$ cat config.mk
export PLATFORM = sky130hd
export DESIGN_NAME = partial_reg_or_bank
export DESIGN_NICKNAME = d
export VERILOG_FILES = /design/src/rtl/partial_reg_or_bank.sv
export SDC_FILE = /design/constraint.sdc
export NUM_CORES = 1
export LEC_CHECK = 0
export ABC_AREA = 0
export CORE_AREA = 2 2 39 41
export DETAILED_ROUTE_END_ITERATION = 8
export DIE_AREA = 0 0 41 43
export GPL_ROUTABILITY_DRIVEN = 0
export PLACE_DENSITY_LB_ADDON = 0.15
export REMOVE_ABC_BUFFERS = 1
export SLEW_MARGIN = 20
export SYNTH_ARGS = -nofsm -noshare
export SYNTH_HDL_FRONTEND = slang
export SYNTH_SLANG_ARGS = --single-unit
$ cat constraint.sdc
create_clock -name CLK -period 1.55 [get_ports CLK]
set_input_delay 0.155 -clock CLK [delete_from_list [all_inputs] [get_ports CLK]]
set_output_delay 0.155 -clock CLK [all_outputs]
set_load 0.05 [all_outputs]
$ cat src/rtl/partial_reg_or_bank.sv
// Channel register bank with lifted MSBs feeding a registered bitwise OR, behind a 2-stage valid/ready pipeline.
// Optional: define PARTIAL_XFER_COUNT_EN to add a saturating 16-bit output-handshake counter (xfer_count).
module partial_reg_or_bank #(
    parameter int unsigned      NCH   = 2,
    parameter int unsigned      WIDTH = 2,
    parameter int unsigned      LIFT  = 1,
    parameter logic [WIDTH-1:0] INIT  = '0
) (
    input  logic                       CLK,
    input  logic                       ASYNCRESETN,
    input  logic                       in_valid,
    output logic                       in_ready,
    input  logic [NCH*WIDTH-1:0]       I,
    input  logic [NCH-1:0]             ce,
    input  logic [NCH*LIFT-1:0]        lifted_input,
    output logic [WIDTH-1:0]           O,
    output logic                       O_valid,
    input  logic                       O_ready,
    output logic [(NCH+1)*LIFT-1:0]    lifted_output
`ifdef PARTIAL_XFER_COUNT_EN
    ,
    output logic [15:0]                xfer_count
`endif
);

    logic [WIDTH-1:0] ch_reg [NCH];
    logic             v1;
    logic             accept;
    logic             transfer;
    logic [WIDTH-1:0] or_word;
    logic [LIFT-1:0]  msb_or;

    assign transfer = v1 & (~O_valid | O_ready);
    assign in_ready = ~v1 | transfer;
    assign accept   = in_valid & in_ready;

    // Lifted MSB positions of each word come from outside; only the low bits come from the registers.
    always_comb begin
        or_word = '0;
        for (int unsigned c = 0; c < NCH; c++) begin
            or_word = or_word | {lifted_input[c*LIFT +: LIFT], ch_reg[c][WIDTH-LIFT-1:0]};
        end
    end

    always_comb begin
        lifted_output = '0;
        msb_or        = '0;
        for (int unsigned c = 0; c < NCH; c++) begin
            lifted_output[c*LIFT +: LIFT] = ch_reg[c][WIDTH-1 -: LIFT];
            msb_or = msb_or | ch_reg[c][WIDTH-1 -: LIFT];
        end
        lifted_output[NCH*LIFT +: LIFT] = msb_or;
    end

    always_ff @(posedge CLK or negedge ASYNCRESETN) begin
        if (!ASYNCRESETN) begin
            for (int unsigned c = 0; c < NCH; c++) begin
                ch_reg[c] <= INIT;
            end
            v1 <= 1'b0;
        end else if (accept) begin
            for (int unsigned c = 0; c < NCH; c++) begin
                if (ce[c]) begin
                    ch_reg[c] <= I[c*WIDTH +: WIDTH];
                end
            end
            v1 <= 1'b1;
        end else if (transfer) begin
            v1 <= 1'b0;
        end
    end

    always_ff @(posedge CLK or negedge ASYNCRESETN) begin
        if (!ASYNCRESETN) begin
            O       <= '0;
            O_valid <= 1'b0;
        end else if (transfer) begin
            O       <= or_word;
            O_valid <= 1'b1;
        end else if (O_valid && O_ready) begin
            O_valid <= 1'b0;
        end
    end

`ifdef PARTIAL_XFER_COUNT_EN
    always_ff @(posedge CLK or negedge ASYNCRESETN) begin
        if (!ASYNCRESETN) begin
            xfer_count <= '0;
        end else if (O_valid && O_ready && (xfer_count != '1)) begin
            xfer_count <= xfer_count + 16'd1;
        end
    end
`endif

endmodule

# ---- Yosys cells after proc, flatten, opt, wreduce, memory -nomap -nowiden
# Index checks and enable logic that the tools add are counted.
dict set report op_classes {
  n_mux 4
  bitwise_logic 8
  n_reduce_logical 5
}
# op n
set ops {}
lappend ops {{$mux 1} 4}
lappend ops {{$reduce_and 2->1} 2}
lappend ops {{$reduce_bool 2->1} 2}
lappend ops {{$or 1x1->1} 3}
lappend ops {{$and 1x1->1} 2}
lappend ops {{$not 1->1} 2}
lappend ops {{$or 2x2->2} 1}
lappend ops {{$logic_and 1x1->1} 1}
dict set report totals {
  regBits 8
  out_inout_bits 7
  wordCells 22
}

# ---- Logic depth before layout (Yosys ltp)
# Gate-level depths: netlist of run 1.
dict set report depth {
  word_depth 6
  depth_mapped 3
  ltp_nobuf 3
}

# ---- Worst setup path before layout of run 1
# OpenSTA, ideal clock, no wires.
dict set report synth_timing {
  path_kind {reg2reg}
  startpoint {register O_valid}
  endpoint {register ch_reg[0] (netlist bit)}
  setup_time_ns 0.125
  arrival_ns 1.644
  slack_ns -0.219
  path_stages_with_launch 4
  path_buffers 0
  synth_period_minus_slack_ns 1.769
  path_cell_list {dfrtp_1 -> nand3b_2 -> and3_4 -> mux2_4}
}
dict set report synth_between {
  elab_chain_len 6
}
# element line
set synth_lines {}
lappend synth_lines {{start: declaration} 17} ;# output logic O_valid,
lappend synth_lines {{start signal: assignment} 76} ;# O_valid <= 1'b0;
lappend synth_lines {{start signal: assignment} 79} ;# O_valid <= 1'b1;
lappend synth_lines {{start signal: assignment} 81} ;# O_valid <= 1'b0;
lappend synth_lines {{$not 1->1} 33} ;# assign transfer = v1 & (~O_valid | O_ready);
lappend synth_lines {{$or 1x1->1} 33}
lappend synth_lines {{$and 1x1->1} 33}
lappend synth_lines {{$or 1x1->1} 34} ;# assign in_ready = ~v1 | transfer;
lappend synth_lines {{named net in_ready} 12} ;# output logic in_ready,
lappend synth_lines {{$and 1x1->1} 35} ;# assign accept = in_valid & in_ready;
lappend synth_lines {{$reduce_and 2->1 (no source line)} --}
lappend synth_lines {{end signal: indexed assignment} 64} ;# ch_reg[c] <= I[c*WIDTH +: WIDTH];
lappend synth_lines {{end: declaration} 26} ;# logic [WIDTH-1:0] ch_reg [NCH];
# The timed path passes the listed nets, and every way through them passes these cells.
# A chain may end at the register's enable or synchronous reset.

# ---- Worst setup path after layout of run 1
dict set report layout_timing {
  startpoint {register ch_reg (netlist bit lifted_output[1])}
  endpoint {output lifted_output[2]}
}
dict set report layout_between {
  elab_chain_len 1
}
# element line
set layout_lines {}
lappend layout_lines {{$or 1x1->1} 50} ;# msb_or = msb_or | ch_reg[c][WIDTH-1 -: LIFT];
lappend layout_lines {{end: declaration} 19} ;# output logic [(NCH+1)*LIFT-1:0] lifted_output
# Every way passes these cells.

==> results of run 1 <==
[critical path, stage by stage, from the launching register on]
cell and delay [ns]:
dfrtp_1 0.39, or2_2 0.30, buf_4 0.19
[cell type report]
class / count / area (um2)
fill: 135 / 808
sequential: 8 / 200
timing repair buffer: 19 / 183
multi-input combinational: 17 / 150
clock buffer: 3 / 22.5
tap: 16 / 20.0
[metrics by stage]
step           setup slack, ns  power, mW  std cells  hold WS, ns
2_1_floorplan           -0.219      0.430         25       -0.141
3_3_place_gp             0.132      0.529         60        0.454
3_5_place_dp             0.121      0.532         60        0.457
4_1_cts                  0.249      0.701         63        0.181
5_1_grt                  0.218      0.722         63        0.192
6_report                 0.263      0.686         63        0.175
[power by group]
part | switching (mW) | internal (mW) | total (mW)
clock network | 0.0716 | 0.0887 | 0.160
logic | 0.146 | 0.114 | 0.260
registers | 0.0235 | 0.243 | 0.266
total | 0.241 | 0.445 | 0.686
[synth_stat cells]
| library cell | number |
|---|---|
| mux2_4 | 4 |
| or2_2 | 1 |
| nand2b_1 | 2 |
| nor2_1 | 2 |
| and3_4 | 2 |
| buf_4 | 3 |
| a21oi_1 | 2 |
| a31oi_1 | 2 |
| dfrtp_1 | 8 |
| nand3b_2 | 1 |
| or2b_1 | 1 |
[routing by layer]
| layer | wire length, um | track usage [%] |
|---|---|---|
| met1 | 313 | 11.5 |
| met2 | 362 | 15.0 |
| met3 | 67 | 7.85 |
| met4 | 0 | 2.00 |
| met5 | 0 | 0 |
[cell families after synthesis]
kind of cell,count (synthesis),synth area share (%)
AOI/OAI and AO/OA,4,6.04
and+or+nand+nor,9,18.1
muxes,4,16.1
DFF,8,53.7
buffers and inverters,3,6.04
[worst max path at each step]
stage / depth (start not counted) / startpoint / end
finish: 2 / lifted_output[1] / lifted_output[2]
floorplan: 3 / O_valid / ch_reg[0]
detailed placement: 4 / O_ready / ch_reg[2]
CTS: 2 / lifted_output[1] / lifted_output[2]
global route: 3 / v1 / in_ready
global placement: 4 / O_ready / ch_reg[2]
==> flow_summary.json, run 1 <==
{
  "drtPass1Iterations": 2,
  "viasPerCell": 4.44,
  "synthCells": 28,
  "avgSynthCellArea_um2": 13.3,
  "worstPathMaxFanout": 3,
  "wl_per_cell_um": 11.8,
  "fin_crit_ns": 1.29,
  "grt_usage_pct": 10.2,
  "period_share_pct": 83.1,
  "reg2reg_to": "ch_reg[0]",
  "antenna_found_initial": 0,
  "rrSetupSlack_ns": 0.36,
  "routed_wl_um": 743,
  "yosys_warnings": 0,
  "drv_cap": 0,
  "r2r_start": "v1",
  "post_cts_resized": 0,
  "reg2regPathDepth": 3,
  "layout_commonest_cell": "clkdlybuf4s50_1",
  "required_ns": 1.39,
  "dp_hpwl_um": 606,
  "drtIter0Drc": 4,
  "pin_count": 19,
  "clk_pin_slew_worst_paths_ns": 0.06,
  "synthDistinctLibCells": 11,
  "vias": 280,
  "syn2layout_area_growth_pct": 54.4,
  "finalMaxSlewViolations": 0,
  "hold_violations": 0,
  "min_path_type": "primary input to async pin",
  "relSlewSlack_pct": 76.4,
  "endpoint_kind": "primary output",
  "synth_top_area_share_pct": 53.7,
  "place_area_um2": 553,
  "grt_pass1_wl_um": 1140,
  "hold_buffers": 0,
  "synth_area_leaders": "dfrtp_1 (54%), mux2_4 (16%), and3_4 (6.0%), buf_4 (6.0%), a31oi_1 (3.4%)",
  "mappedNetlistArea_um2": 373,
  "run_status": "complete, no violations",
  "clkLatencyLatePin_ns": 0.25,
  "ys_seq_elements": 8,
  "numCtsBuffers": 3,
  "die_h_um": 43,
  "nets": 61,
  "vdd_ir_drop_max_uv": 399,
  "powerDensity_nw_per_um2": 1190,
  "drive_above_1_share_pct": 40.4,
  "stdcell_area_um2": 576,
  "max_freq_ghz": 0.777,
  "overflow": 0,
  "drc": 0,
  "num_rows": 14,
  "path_class": "flop to primary output",
  "final_cell_mix": "clkdlybuf4s50_1 (11), dfrtp_1 (8), buf_4 (7), mux2_4 (4), clkbuf_4 (3)",
  "clkSinkCount": 8,
  "worst_pin_slew_ns": 0.353,
  "io_buffer_count": 18,
  "core-area_um2": 1380,
  "leakage_nw": 0.253,
  "rsz0062_at_grt": "false",
  "dieWidth_um": 41,
  "synth_seq_area_share_pct": 53.7,
  "htree_levels": 1,
  "finClkSkew_ns": 0.00229,
  "grt_max_degree": 9,
  "yosysTopAreaCell": "dfrtp_1",
  "fin_util_pct": 41.6,
  "ant_nets": 0,
  "cts-root-buf": "clkbuf_4",
  "cts_tree": "built",
  "initial_core_util_pct": 26.9,
  "fin_tns_setup_ns": 0,
  "first_global_vias": 281,
  "max-clock-path-buffers": 2,
  "cts_setup_buffers": 0,
  "setup_violations": 0,
  "dieArea_um2": 1760,
  "diodes": 0,
  "arrival_ns": 1.13,
  "cp-start-kind": "flop"
}
Power figures use the tool's default switching activity.
==> inputs of run 2 (changes only) <==
clock period = 1.2 ns   (was 1.55 ns; I/O delays follow)
==> run 2 against run 1 <==
- sequential power increased by 30%
- global-route usage grew 1.1 points
- via count rose by 2.1%
- largest power group is now combinational cells
- highest routed layer unchanged
- sequential share of layout area decreased by 5.6 points
- cell count increased by 6.3%
- hold slack worse by 0.026 ns
- clock skew rose by 0.0015 ns
- largest cell class is now buffers
==> flow_summary.json, run 2 (synthesis gave the netlist of run 1 again) <==
{
  "grt_pass1_wl_um": 1350,
  "drtIter0Drc": 1,
  "arrival_ns": 1.05,
  "num_rows": 14,
  "relSlewSlack_pct": 75.9,
  "hold_violations": 0,
  "fin_crit_ns": 1.17,
  "period_share_pct": 97.4,
  "cts-root-buf": "clkbuf_4",
  "drc": 0,
  "path_class": "flop to primary output",
  "run_status": "complete, no violations",
  "clkPwrFrac_pct": 19.6,
  "required_ns": 1.08,
  "p_int_mw": 0.683,
  "numCtsBuffers": 3,
  "overflow": 0,
  "routed_wl_um": 833,
  "clk_pin_slew_worst_paths_ns": 0.06,
  "dp_cells": 62,
  "dieArea_um2": 1760,
  "p_sw_mw": 0.333,
  "antenna_found_initial": 0,
  "drtPass1Iterations": 2,
  "drive_above_1_share_pct": 45.1,
  "viasPerCell": 4.27,
  "max_freq_ghz": 0.856,
  "clkLatencyLatePin_ns": 0.25,
  "endpoint_kind": "primary output",
  "worst_pin_slew_ns": 0.361,
  "finClkSkew_ns": 0.00378,
  "core-area_um2": 1380,
  "initial_core_util_pct": 26.9,
  "switching_share_pct": 32.8,
  "final_cell_mix": "clkdlybuf4s50_1 (11), dfrtp_1 (8), buf_12 (6), buf_4 (5), mux2_4 (4)",
  "hold_buffers": 0,
  "worst_hold_slack_ns": 0.149,
  "finalMaxSlewViolations": 0,
  "maxUsedRoutingLayer": "met3",
  "io_buffer_count": 18,
  "diodes": 0,
  "nets": 65,
  "pin_count": 19,
  "layout_commonest_cell": "clkdlybuf4s50_1",
  "cp-start-kind": "flop",
  "dieWidth_um": 41,
  "wl_per_cell_um": 12.4,
  "stdcell_area_um2": 687,
  "max-clock-path-buffers": 2,
  "reg2regPathDepth": 3,
  "dr_wl_met3_um": 63,
  "htree_levels": 1,
  "min_path_type": "primary input to async pin",
  "grt_max_degree": 9,
  "vias": 286,
  "place_ws_ns": -0.194,
  "combPwrFrac_pct": 46.3,
  "first_global_vias": 312,
  "grt_usage_pct": 11.3,
  "syn2layout_area_growth_pct": 84.2,
  "die_h_um": 43,
  "stdcell_count": 67,
  "rsz0062_at_grt": "false",
  "ant_nets": 0,
  "leakage_nw": 0.308,
  "setup_violations": 0,
  "wl_met2_um": 444,
  "clkSinkCount": 8,
  "nFillCells": 127,
  "place_area_um2": 631,
  "worstPathMaxFanout": 2,
  "powerDensity_nw_per_um2": 1480,
  "setup_ws_ns": 0.0317,
  "wl_met1_um": 326,
  "cts_tree": "built",
  "dp_hpwl_um": 651,
  "p_seq_share_pct": 34.1,
  "vdd_ir_drop_max_uv": 587,
  "drv_cap": 0
}
run 2: cell types whose count changed in the layout (fill, tap and decap cells not counted):
cell,before,now
nand3b_4,0,1
buf_8,0,1
buf_4,7,5
or2_2,1,0
buf_12,1,6
or2_4,0,1
nand3b_2,1,0
run 2: worst paths after layout:
path	from	to	slack, ns
max in group asynchronous	ASYNCRESETN	ch_reg[2]	0.79
setup reg to reg	v1	ch_reg[2]	0.07
hold / removal	ASYNCRESETN	v1	0.15
setup / recovery	lifted_output[1]	lifted_output[2]	0.03
min in group CLK	I[1]	lifted_output[0]	0.49
hold reg to reg	ch_reg[0]	ch_reg[0]	0.51
run 2: power groups by stage:
stage	Combinational (mW)	Clock, mW	Sequential (mW)
2_1_floorplan	0.114	0	0.442
4_1_cts	0.470	0.209	0.345
3_5_place_dp	0.421	0	0.359
5_1_grt	0.493	0.220	0.351
3_3_place_gp	0.419	0	0.358
6_report	0.470	0.199	0.347
run 2: cell type report:
class | count | area (um2) | share of cell area (%)
repair buffers | 23 | 283 | 41.2
flip-flops and latches | 8 | 200 | 29.1
multi-input cells | 17 | 161 | 23.5
clock buffers | 3 | 22.5 | 3.28
well taps | 16 | 20.0 | 2.91
run 2: metrics by stage:
step | TNS, ns | utilization, % | power, mW
after floorplan | -2.42 | - | 0.556
after global placement | -0.709 | 45.6 | 0.777
after detailed placement | -0.772 | 45.6 | 0.780
after CTS | 0 | 49.0 | 1.02
after global routing | 0 | 49.6 | 1.06
final | 0 | 49.6 | 1.02
run 2: routing by layer:
| layer | vias up | global-route usage, % |
|---|---|---|
| met5 | - | 0 |
| met4 | 0 | 4.00 |
| met3 | 0 | 3.14 |
| met2 | 11 | 18.4 |
| met1 | 132 | 13.5 |
| li1 | 143 | - |
run 2: critical path, cell delays in order (launching register included):
cell	delay, ns
dfrtp_1	0.39
or2_4	0.26
buf_8	0.15
run 2: timing repair:
action	CTS	global route
gates resized for setup	3	1
endpoints found under the setup margin	1	1
cloned	0	0
pin swaps	0	0
buffers inserted	2	0
==> inputs of run 3 (changes only) <==
CELL_PAD_IN_SITES_DETAIL_PLACEMENT = 1   (was unset)
CELL_PAD_IN_SITES_GLOBAL_PLACEMENT = 1   (was unset)
CORE_AREA = unset   (was 2 2 39 41)
CORE_MARGIN = 1.5   (was unset)
CORE_UTILIZATION = 27   (was unset)
DIE_AREA = unset   (was 0 0 41 43)
==> run 3 against run 2 <==
- design area down 0.18%
- clock skew down 0.0031 ns
- clock power up 3%
- wire length up 12%
- combinational power about the same
- critical endpoint unchanged
- largest power group unchanged
- core utilization up 3.1 points
- largest cell class unchanged
- sequential cell count unchanged
- cell count down 1.5%
- sequential share of layout area up 0.053 points
- global-route usage up 3.7 points
- total power up 0.99%
==> flow_summary.json, run 3 (synthesis gave the netlist of run 1 again) <==
{
  "run_status": "complete, no violations",
  "diodes": 0,
  "ant_nets": 0,
  "grt_max_degree": 9,
  "path_class": "flop to primary output",
  "cp-start-kind": "flop",
  "final_cell_mix": "clkdlybuf4s50_1 (11), dfrtp_1 (8), buf_12 (6), buf_4 (5), mux2_4 (4)",
  "max_freq_ghz": 0.856,
  "drv_cap": 0,
  "grt_usage_pct": 15.0,
  "cp_slowest_cell": "dfrtp_1",
  "arrival_ns": 1.05,
  "endpoint_kind": "primary output",
  "leakage_nw": 0.308,
  "fin_crit_ns": 1.17,
  "finClkSkew_ns": 0.000647,
  "max-clock-path-buffers": 2,
  "core-area_um2": 1300,
  "setup_violations": 0,
  "first_global_vias": 308,
  "clkPwrFrac_pct": 19.9,
  "clkLatencyLatePin_ns": 0.25,
  "required_ns": 1.08,
  "fin_util_pct": 52.7,
  "relSlewSlack_pct": 74.5,
  "drive_above_1_share_pct": 45.1,
  "nets": 65,
  "grt_pass1_wl_um": 1500,
  "die_h_um": 40.2,
  "routed_wl_um": 933,
  "dieArea_um2": 1610,
  "stdcell_count": 66,
  "vias": 297,
  "cts_tree": "built",
  "io_buffer_count": 18,
  "pin_count": 19,
  "p_sw_mw": 0.343,
  "dp_cells": 61,
  "finalMaxSlewViolations": 0,
  "num_rows": 13,
  "antenna_found_initial": 0,
  "drc": 0,
  "wl_per_cell_um": 14.1,
  "drtIter0Drc": 0,
  "fin_tns_setup_ns": 0,
  "p_seq_share_pct": 34.1,
  "worstPathMaxFanout": 2,
  "drtPass1Iterations": 1,
  "p_int_mw": 0.684,
  "r2r_start": "v1",
  "hold_buffers": 0,
  "numCtsBuffers": 3,
  "initial_core_util_pct": 28.7,
  "hold_violations": 0,
  "cpPeakStageDelay_ns": 0.38,
  "power_mw": 1.03,
  "worst_pin_slew_ns": 0.381,
  "cts-root-buf": "clkbuf_4",
  "htree_levels": 1,
  "clkSinkCount": 8,
  "vdd_ir_drop_max_uv": 616,
  "critical_path.cell_chain": "or2_4 > buf_8",
  "period_share_pct": 97.3,
  "overflow": 0,
  "syn2layout_area_growth_pct": 83.9,
  "viasPerCell": 4.50,
  "cp-startpoint": "lifted_output[1]",
  "combPwrFrac_pct": 46.0,
  "clk_pin_slew_worst_paths_ns": 0.05,
  "min_path_type": "primary input to async pin",
  "worst_hold_slack_ns": 0.156,
  "dieWidth_um": 40.2,
  "powerDensity_nw_per_um2": 1500,
  "switching_share_pct": 33.4,
  "layout_commonest_cell": "clkdlybuf4s50_1"
}
[run 3: cell counts in the layout (fill, tap and decap cells not counted)]
No cell type changed its count.
[run 3: area by class of cell]
| type | instances | area (um2) |
|---|---|---|
| Clock buffer | 3 | 22.5 |
| Timing Repair Buffer | 23 | 283 |
| Multi-Input combinational cell | 17 | 161 |
| Fill cell | 137 | 616 |
| Tap cell | 15 | 18.8 |
| Sequential cell | 8 | 200 |
[run 3: through the flow]
step | setup WS, ns | instance area [um2]
floorplan | -0.569 | 350
global placement | -0.182 | 629
finish | 0.0319 | 686
detailed placement | -0.191 | 629
CTS | 0.0141 | 677
global route | -0.000310 | 686
[run 3: worst max-delay path: cells and delay by family, from the launching register on]
family / cells / cell delay, ns
flops: 1 / 0.38
simple gates: 1 / 0.26
buf+inv: 1 / 0.15
[run 3: what timing repair did]
| action | 4_1_cts | 5_1_grt |
|---|---|---|
| resized for setup | 3 | 1 |
| setup endpoints to repair | 1 | 1 |
| setup buffers | 2 | 0 |
[run 3: power by group through the flow]
stage	registers, mW	clock network [mW]	logic, mW
floorplan	0.442	0	0.114
detailed placement	0.361	0	0.424
global route	0.356	0.230	0.495
CTS	0.348	0.213	0.472
global placement	0.360	0	0.415
finish	0.350	0.204	0.472
[run 3: path summary, 6_finish.rpt]
path,to,slack (ns),depth (start not counted)
worst max-delay path,lifted_output[2],0.03,2
worst min-delay path,O_valid,0.16,1
worst max register to register,lifted_output[1],0.06,3
worst min register to register,ch_reg[0],0.53,1
max in group asynchronous,ch_reg[0],0.77,1
min in group CLK,ch_reg[0],0.48,2
[run 3: routing by layer]
metal | track usage, % | vias up | share of wire [%]
met1 | 16.7 | 142 | 37
met4 | 7.76 | 0 | 0.43
li1 | - | 141 | -
met2 | 24.6 | 12 | 54
met3 | 5.56 | 2 | 7.5
met5 | 0 | - | 0
